<file path="config.mk">
export PLATFORM = sky130hd
export DESIGN_NAME = oam_dma_flat
export DESIGN_NICKNAME = d
export VERILOG_FILES = /design/src/rtl/sm83_pkg.sv /design/src/rtl/oam_dma_if.sv /design/src/rtl/dma_pacer.sv /design/src/rtl/oam_dma.sv /design/src/flat_wrapper.sv
export SDC_FILE = /design/constraint.sdc
export NUM_CORES = 1
export LEC_CHECK = 0
export BUFFER_PORTS_ARGS = -buffer_cell sky130_fd_sc_hd__buf_2
export CORE_ASPECT_RATIO = 1.2
export CORE_UTILIZATION = 45
export DETAILED_ROUTE_END_ITERATION = 10
export PLACE_DENSITY = 0.76
export SYNTH_ARGS = -nofsm -noshare
export SYNTH_HDL_FRONTEND = slang
export SYNTH_HIERARCHICAL = 1
export SYNTH_SLANG_ARGS = --single-unit
</file>
<file path="constraint.sdc">
create_clock -name clk -period 1.9 [get_ports clk]
set_input_delay 0.095 -clock clk [delete_from_list [all_inputs] [get_ports clk]]
set_output_delay 0.095 -clock clk [all_outputs]
set_load 0.01 [all_outputs]
</file>
<file path="src/rtl/sm83_pkg.sv">
// Shared types and constants for the SM83 OAM DMA block.
package sm83_pkg;

   typedef logic [15:0] addr_t;
   typedef logic [7:0]  data_t;

   typedef enum logic [1:0] {
      IDLE  = 2'd0,
      START = 2'd1,
      XFER  = 2'd2
   } dma_state_t;

   localparam addr_t OAM_BASE              = 16'hFE00;
   localparam int    OAM_DMA_LEN           = 160;
   localparam addr_t DMA_REG_ADDR_DEFAULT  = 16'hFF46;

   // Sources in echo RAM (E000-FFFF) alias work RAM 8 KiB lower.
   function automatic data_t echo_remap(input data_t hi);
      return (hi >= 8'hE0) ? data_t'(hi - 8'h20) : hi;
   endfunction

endpackage

</file>
<file path="src/rtl/oam_dma_if.sv">
// CPU register port and memory bus of the OAM DMA engine.
interface oam_dma_if;
   import sm83_pkg::*;

   logic  reg_wen;
   addr_t reg_addr;
   data_t reg_wdata;
   data_t reg_rdata;
   addr_t mem_r_addr;
   data_t mem_r_data;
   logic  mem_wen;
   addr_t mem_w_addr;
   data_t mem_w_data;
   logic  busy;
   logic  cpu_block;

   modport master (
      input  reg_wen, reg_addr, reg_wdata, mem_r_data,
      output reg_rdata, mem_r_addr, mem_wen, mem_w_addr, mem_w_data, busy, cpu_block
   );

   modport slave (
      output reg_wen, reg_addr, reg_wdata, mem_r_data,
      input  reg_rdata, mem_r_addr, mem_wen, mem_w_addr, mem_w_data, busy, cpu_block
   );

endinterface

</file>
<file path="src/rtl/dma_pacer.sv">
// Per-byte pacing counter: one period of CYCLES_PER_BYTE clocks, phase 0 first.
module dma_pacer #(
   parameter int CYCLES_PER_BYTE = 4
) (
   input  logic clk,
   input  logic rst,
   input  logic clear,
   input  logic enable,
   output logic phase0,
   output logic period_end
);

   localparam int CW = $clog2(CYCLES_PER_BYTE);
   localparam logic [CW-1:0] LAST = CW'(CYCLES_PER_BYTE - 1);

   logic [CW-1:0] cnt;

   always_ff @(posedge clk or posedge rst) begin
      if (rst) begin
         cnt <= '0;
      end else if (clear) begin
         cnt <= '0;
      end else if (enable) begin
         cnt <= period_end ? '0 : cnt + 1'b1;
      end
   end

   assign phase0     = (cnt == '0);
   assign period_end = (cnt == LAST);

endmodule

</file>
<file path="src/rtl/oam_dma.sv">
// OAM DMA engine: copies 160 bytes from {src_hi,00} to FE00, one byte per pacing period.
//
// state | meaning
// IDLE  | no transfer, bus outputs quiet
// START | one silent pacing period after a trigger write
// XFER  | bytes 0..159: phase 0 reads source, phase 1 writes OAM
module oam_dma
   import sm83_pkg::*;
#(
   parameter int    CYCLES_PER_BYTE = 4,
   parameter addr_t DMA_REG_ADDR    = DMA_REG_ADDR_DEFAULT
) (
   input  logic       clk,
   input  logic       rst,
   oam_dma_if.master  bus
);

   dma_state_t state, state_nxt;
   data_t      src_hi;
   data_t      data_q;
   logic [7:0] idx;
   logic       ph1_q;
   logic       trig;
   logic       pace_en;
   logic       phase0;
   logic       period_end;
   logic       last_byte;
   addr_t      src_base;

   assign trig      = bus.reg_wen && (bus.reg_addr == DMA_REG_ADDR);
   assign pace_en   = (state != IDLE);
   assign last_byte = (idx == 8'(OAM_DMA_LEN - 1));
   assign src_base  = {echo_remap(src_hi), 8'h00};

   dma_pacer #(
      .CYCLES_PER_BYTE (CYCLES_PER_BYTE)
   ) u_pacer (
      .clk        (clk),
      .rst        (rst),
      .clear      (trig),
      .enable     (pace_en),
      .phase0     (phase0),
      .period_end (period_end)
   );

   always_ff @(posedge clk or posedge rst) begin
      if (rst) state <= IDLE;
      else     state <= state_nxt;
   end

   always_comb begin
      state_nxt = state;
      if (trig) begin
         state_nxt = START;
      end else begin
         case (state)
            IDLE:    state_nxt = IDLE;
            START:   if (period_end) state_nxt = XFER;
            XFER:    if (period_end && last_byte) state_nxt = IDLE;
            default: state_nxt = IDLE;
         endcase
      end
   end

   // ph1_q marks the clock after phase 0, so the write uses the byte just captured.
   always_ff @(posedge clk or posedge rst) begin
      if (rst) begin
         src_hi <= 8'h00;
         data_q <= 8'h00;
         idx    <= 8'h00;
         ph1_q  <= 1'b0;
      end else begin
         if (trig) begin
            src_hi <= bus.reg_wdata;
            idx    <= 8'h00;
         end else if (state == XFER && period_end) begin
            idx <= last_byte ? 8'h00 : idx + 8'h01;
         end
         if (state == XFER && phase0) data_q <= bus.mem_r_data;
         ph1_q <= (state == XFER) && phase0 && !trig;
      end
   end

   always_comb begin
      bus.reg_rdata  = src_hi;
      bus.busy       = (state != IDLE);
      bus.cpu_block  = 1'b0;
      bus.mem_r_addr = 16'h0000;
      bus.mem_wen    = 1'b0;
      bus.mem_w_addr = 16'h0000;
      bus.mem_w_data = 8'h00;
      if (state == XFER) begin
         bus.cpu_block = 1'b1;
         if (phase0) bus.mem_r_addr = src_base + {8'h00, idx};
         if (ph1_q) begin
            bus.mem_wen    = 1'b1;
            bus.mem_w_addr = OAM_BASE + {8'h00, idx};
            bus.mem_w_data = data_q;
         end
      end
   end

endmodule

</file>
<file path="src/flat_wrapper.sv">
// flat-port wrapper written by rule: the top's interface ports become plain ports
module oam_dma_flat import sm83_pkg::*;
#(
   parameter int    CYCLES_PER_BYTE = 4,
   parameter addr_t DMA_REG_ADDR    = DMA_REG_ADDR_DEFAULT
)
  (clk, rst, bus_reg_wen, bus_reg_addr, bus_reg_wdata, bus_mem_r_data, bus_reg_rdata, bus_mem_r_addr, bus_mem_wen, bus_mem_w_addr, bus_mem_w_data, bus_busy, bus_cpu_block);
  oam_dma_if bus_i ();
  input  logic clk;
  input  logic rst;
  input wire logic [$bits(bus_i.reg_wen)-1:0] bus_reg_wen;
  input wire logic [$bits(bus_i.reg_addr)-1:0] bus_reg_addr;
  input wire logic [$bits(bus_i.reg_wdata)-1:0] bus_reg_wdata;
  input wire logic [$bits(bus_i.mem_r_data)-1:0] bus_mem_r_data;
  output wire logic [$bits(bus_i.reg_rdata)-1:0] bus_reg_rdata;
  output wire logic [$bits(bus_i.mem_r_addr)-1:0] bus_mem_r_addr;
  output wire logic [$bits(bus_i.mem_wen)-1:0] bus_mem_wen;
  output wire logic [$bits(bus_i.mem_w_addr)-1:0] bus_mem_w_addr;
  output wire logic [$bits(bus_i.mem_w_data)-1:0] bus_mem_w_data;
  output wire logic [$bits(bus_i.busy)-1:0] bus_busy;
  output wire logic [$bits(bus_i.cpu_block)-1:0] bus_cpu_block;
  assign bus_i.reg_wen = bus_reg_wen;
  assign bus_i.reg_addr = bus_reg_addr;
  assign bus_i.reg_wdata = bus_reg_wdata;
  assign bus_i.mem_r_data = bus_mem_r_data;
  assign bus_reg_rdata = bus_i.reg_rdata;
  assign bus_mem_r_addr = bus_i.mem_r_addr;
  assign bus_mem_wen = bus_i.mem_wen;
  assign bus_mem_w_addr = bus_i.mem_w_addr;
  assign bus_mem_w_data = bus_i.mem_w_data;
  assign bus_busy = bus_i.busy;
  assign bus_cpu_block = bus_i.cpu_block;
  oam_dma #(.CYCLES_PER_BYTE(CYCLES_PER_BYTE), .DMA_REG_ADDR(DMA_REG_ADDR)) u_core (.clk(clk), .rst(rst), .bus(bus_i));
endmodule
</file>
* After elaboration in Yosys (flattened, before gate mapping) *
Cells that the tools add are included.

cells by class
  add/subtract/negate cells = 5
  order comparisons = 1
  equal/unequal tests = 7
  mux-type cells = 20
  reduce and logical (&&, ||, !) cells = 11

operators with widths
  operator                 count
  $mux W16                 4
  $mux W8                  6
  $add A16 B8 Y16          1
  $eq A16 B16 Y1 const B   1
  $mux W2                  6
  $add A10 B9 Y11 const A  1
  $add A8 B1 Y8 const B    1
  $eq A8 B8 Y1 const B     1
  $ge A8 B8 Y1 const B     1
  $sub A8 B6 Y8 const B    1
  $ne A3 B1 Y1 const B     2
  $reduce_bool A2 Y1       3
  $logic_and A1 B1 Y1      5
  $eq A2 B2 Y1 const B     2
  $pmux W2 S2              1
  $mux W1                  3
  $add A2 B1 Y2 const B    1
  $eq A2 B1 Y1 const B     1
  $logic_not A2 Y1         1
  $reduce_and A2 Y1        1
  $logic_not A1 Y1         1

word-level totals
  flip-flop bits (word level) = 29
  output and inout bits = 51

* Depth between registers and ports, before layout *
  depth after elaboration = 5
  mapped depth = 6

* By module *
The synthesis kept the hierarchy.

by module, submodules not included
  module     instances  cells an instance  area an instance (um^2)  sequential area each (um^2)
  oam_dma    1          155                1541.5                   675.6
  dma_pacer  1          11                 117.6                    50.0

* Least setup slack after synthesis *
OpenSTA, ideal clock, no wires.

  path type = register to register
  from = reg u_core.idx[0]
  to = reg u_core.idx[3]
  arrival time = 1434 ps
  path slack = 343 ps
  cell stages (with the launch flop) = 6
  buffers on the path = 0
  period minus slack after synthesis = 1557 ps
  path through = dfrtp_1 ha_1 nor4bb_1 nand2_1 a31oi_1 a21oi_1

on the way
  word-level cells in the longest chain between the ends = 4
  elaborated cells on any way between the ends = 5
  classes of those cells = 1 x add/sub; 1 x eq/ne; 3 x mux

ends and longest elaborated chain
  element                                               RTL line                      source
  start: declaration                                    oam_dma.sv:21                 logic [7:0] idx;
  start signal: assignment                              oam_dma.sv:77                 idx <= last_byte ? 8'h00 : idx + 8'h01;
  $add A8 B1 Y8 / $eq A8 B8 Y1 (equally long branches)  oam_dma.sv:77, oam_dma.sv:32
  $mux W8 *                                             oam_dma.sv:77
  $mux W8 *                                             oam_dma.sv:76                 end else if (state == XFER && period_end) begin
  $mux W8 *                                             oam_dma.sv:73                 if (trig) begin

Every way passes the cells marked *; elsewhere a longest branch is shown, timed or not. The select of a mux whose other input is x is not followed.
A chain may end at the register's enable or synchronous reset.

* Final worst setup path *
  from = reg u_core.state[1]
  to = out bus_mem_w_addr[12]

on the way
  word-level cells in the longest chain between the ends = 2

ends and longest elaborated chain
  element                   RTL line            source
  start: declaration        oam_dma.sv:18       dma_state_t state, state_nxt;
  start signal: assignment  oam_dma.sv:48       else state <= state_nxt;
  $eq A2 B2 Y1              oam_dma.sv:92       if (state == XFER) begin
  $mux W16                  oam_dma.sv:92
  end: declaration          flat_wrapper.sv:18  output wire logic [$bits(bus_i.mem_w_addr)-1:0] bus_mem_w_addr;

Every way passes these cells.

==> summary.txt <==
Placement
  • Placer Congestion: 0.817
  • Post-detail-place hpwl: 2780 µm
  • Placed Cells: 276
  • Area of placed instances: 2070 µm²
  • Buffers on Ports: 84

Power
  • Final total power: 1.90 mW
  • P_leak: 1.32 nW
  • Max IR drop VDD: 0.000622 V
  • Pwr dens: a little under 900 nW/µm²

Finish
  • Post-route cell area: 2200 µm²
  • Area Overhead vs Synth: 32.6%
  • Share of cells above drive strength 1: 47.2%
  • Storage cell area: between 700 and 800 µm²
  • Footprint of the multi-input gates: 810 µm²
  • Final std cells w/o fill: 285
  • Antenna diodes: 0
  • # fillers: 300
  • Final Net Count: 286

CTS
  • Total CTS buffers: 5
  • Root Driver: clkbuf_8
  • Post-CTS Setup Repair Bufs: 0
  • H-tree depth: 2
  • Clock tree sinks: 29
  • Max clock buf depth: 2
  • CTS tree: yes
  • Clk Latency, worst-skew pair: 0.28 ns
  • Clock Pin Slew Worst Setup and Hold Paths: 0.06 ns

Hold path
  • Hold-critical path depth: 2
  • Worst Hold End: u_core/bus.reg_rdata[7]
  • Hold/Removal Path Class: in -> reg
  • Hold path startpoint: bus_reg_wdata[7]

STA
  • Post-route setup TNS: 0 ns
  • RSZ-0062 raised after global routing: false
  • Final setup fails: 0
  • Fmax: 592 MHz
  • Max Slew Vio Count: 0
  • Worst Hold Slack: 0.0452 ns
  • Period utilisation layout: 88.9%
  • Final Hold Violating Endpoints: 0
  • Worst Skew: 0.00444 ns
  • Minimum clock period: 1.69 ns

Floorplan
  • Boundary pin count: 86
  • Die height: roughly 69 µm
  • DIE WIDTH: roughly 57 µm
  • DIE AREA: between 3000 and 4000 µm²
  • Starting Density: 48.4%
  • Row Count: 23
  • Core area: 3420 µm²

Outcome
  • Status: complete, but fails checks
  • Failing checks: DRC

Synthesis
  • Simple-gate area share of the yosys netlist: 27.2%
  • Mapped Area: 1660 µm²
  • Complex-gate fraction of the synthesized area: 4.60%
  • Syn Area/Cell: 9.99 µm²
  • Post-synthesis mux area share: 12.1%
  • Adder-cell area share of the yosys netlist: 3.02%
  • XOR/XNOR share of the synthesized area: 1.58%
  • Main combinational cell family by area after synthesis: simple AND/OR/NAND/NOR gates
  • Yosys warns: 6
  • Syn Nets: a little over 200
  • Yosys cell types: 33
  • Sequential share of the synthesized area: between 40% and 50%
  • Synthesized flop and latch total: 29
  • Cell count after synthesis: approximately 170

Routing
  • Routed WL per cell: roughly 13 µm
  • Via count: around 1500
  • Routed wire length: 3750 µm
  • Via density: 5.33
  • # DRC: 7
  • First-pass detailed-route iteration total: 8
  • DRT iter0 DRCs: 60
  • Final ANT Viol Nets: 0

Global route
  • Met3 Resource Use GR: approximately 4%
  • Tot GR Track Use: between 15 and 20%
  • GR Overflow Total: 0
  • Vias in the first global route: 1370
  • Global Route met2 Usage: 37.5%
  • Wire length of the first global-routing pass: 5790 µm
  • Largest net degree at the start of global routing: 33
  • GRT Max-Usage Layer: met2
  • GR Util met1: 21.3%
  • Initial antenna violation count: 0

Critical path
  • CP peak stage delay: 0.41 ns
  • CP bufs+invs: 2
  • R2R depth: 6
  • Stages on worst setup path: 4
  • Worst path slowest cell: dfrtp_1
  • R2r setup slk: 0.27 ns
  • Worst setup EP type: output pin
  • Critical path cell sequence: nor2b_1, buf_4, and2_1, buf_2
  • Crit-path max FO: 32
  • Critical Path RT: 1.80 ns
  • Delay-heaviest family, CP: simple AND/OR/NAND/NOR gates
  • Crit path kind: reg -> out
  • Critical path launch point type: register
  • Reg2reg start: u_core/idx[1]
  • Arr. time, crit path: 1.59 ns
  • FF-to-FF End: u_core/idx[3]

Run
  • Reported max-cap violation count: 0
[state kept, by name (all words and copies together), names as in the netlist]
register	flops
u_core/bus.reg_rdata	8
u_core/u_pacer/cnt	2
u_core/ph1_q	1
u_core/state	2
u_core/idx	8
u_core/data_q	8
[repair_timing]
| action | 4_1_cts | 5_1_grt |
|---|---|---|
| hold endpoints to repair | 29 | 0 |
| hold buffers | 1 | 0 |
| setup endpoints to repair | 0 | 2 |
| resized for setup | 0 | 1 |
[worst register-to-register path, stage by stage (launching register included)]
cell      delay [ns]
dfrtp_1         0.45
ha_1            0.26
nor4bb_1        0.31
buf_4           0.18
nand2_1         0.07
a31oi_1         0.17
a21oi_1         0.08
[final cells by class]
type	count	share of cell area, %
multi-input cells	113	36.8
well taps	37	2.10
clock buffers	7	3.92
flip-flops and latches	29	33.0
inverters	7	1.19
repair buffers	91	21.6
clock inverters	1	1.37
[through the flow]
step / util (%) / setup slack (ns)
4_1_cts: 64.2 / 0.0908
3_3_place_gp: 60.5 / 0.283
5_1_grt: 64.2 / 0.0497
2_1_floorplan: - / 0.343
3_5_place_dp: 60.5 / 0.258
6_report: 64.2 / 0.211
[cell families after synthesis]
logic type,after synthesis
AND/OR/NAND/NOR,75
flip-flops,29
buffers and inverters,24
multiplexers,18
AO/OA/AOI/OAI,12
adder cells (fa/ha/maj),4
XOR/XNOR,3
other,1
[how the worst max path moves through the flow]
stage	from	endpoint	slack (ns)
5_1_grt	u_core/state[1]	bus_mem_w_addr[9]	0.05
3_3_place_gp	bus_reg_addr[4]	u_core/bus.reg_rdata[6]	0.28
4_1_cts	u_core/u_pacer/cnt[0]	bus_mem_r_addr[13]	0.09
6_report	u_core/state[1]	bus_mem_w_addr[12]	0.21
2_1_floorplan	u_core/idx[0]	u_core/idx[3]	0.34
3_5_place_dp	bus_reg_addr[4]	u_core/bus.reg_rdata[2]	0.26
[power by group]
group          total [mW]  internal, mW  switching (mW)
combinational       0.436         0.216           0.221
sequential          0.818         0.712           0.106
clock               0.649         0.427           0.222
[layout by cell type, fill, tap and decap left out, types with 2 or more instances in the layout]
cell type,instances
buf_2,84
and3_1,33
dfrtp_1,29
mux2_2,16
nand2_1,9
nor2_1,7
inv_1,7
clkbuf_8,6
buf_4,6
nand3_1,6
a21oi_1,5
nand4_1,4
ha_1,4
nand3b_1,3
xor2_1,3
nor4bb_1,2
nor3_1,2
nor2b_1,2
mux2i_1,2
[routing by layer]
| metal | vias up | share of wire, % |
|---|---|---|
| met1 | 702 | 39 |
| met3 | 5 | 6.3 |
| met4 | 0 | 1.4 |
| met5 | - | 0 |
| met2 | 65 | 54 |
| li1 | 746 | - |
[synth_stat cells (all sizes together)]
library cell / count / area, µm²
and3: 33 / 206
dfrtp: 29 / 726
mux2: 16 / 180
buf: 10 / 72.6
nand2: 9 / 33.8
clkbuf: 7 / 26.3
inv: 7 / 26.3
nor2: 7 / 26.3
nand3: 6 / 30.0
a21oi: 5 / 25.0
ha: 4 / 50.1
nand4: 4 / 25.0
nand3b: 3 / 22.5
nor3: 3 / 26.3
xor2: 3 / 26.3
and2: 2 / 12.5
mux2i: 2 / 20.0
nor2b: 2 / 12.5
nor4bb: 2 / 20.0
a211oi: 1 / 7.51
a21o: 1 / 7.51
a311oi: 1 / 8.76
a31oi: 1 / 6.26
and3b: 1 / 8.76
conb: 1 / 3.75
o21ai: 1 / 5.00
o31a: 1 / 8.76
o31ai: 1 / 7.51
or2: 1 / 6.26
or4: 1 / 11.3
or4b: 1 / 10.0
No activity file was read; power rests on OpenSTA's default activity.
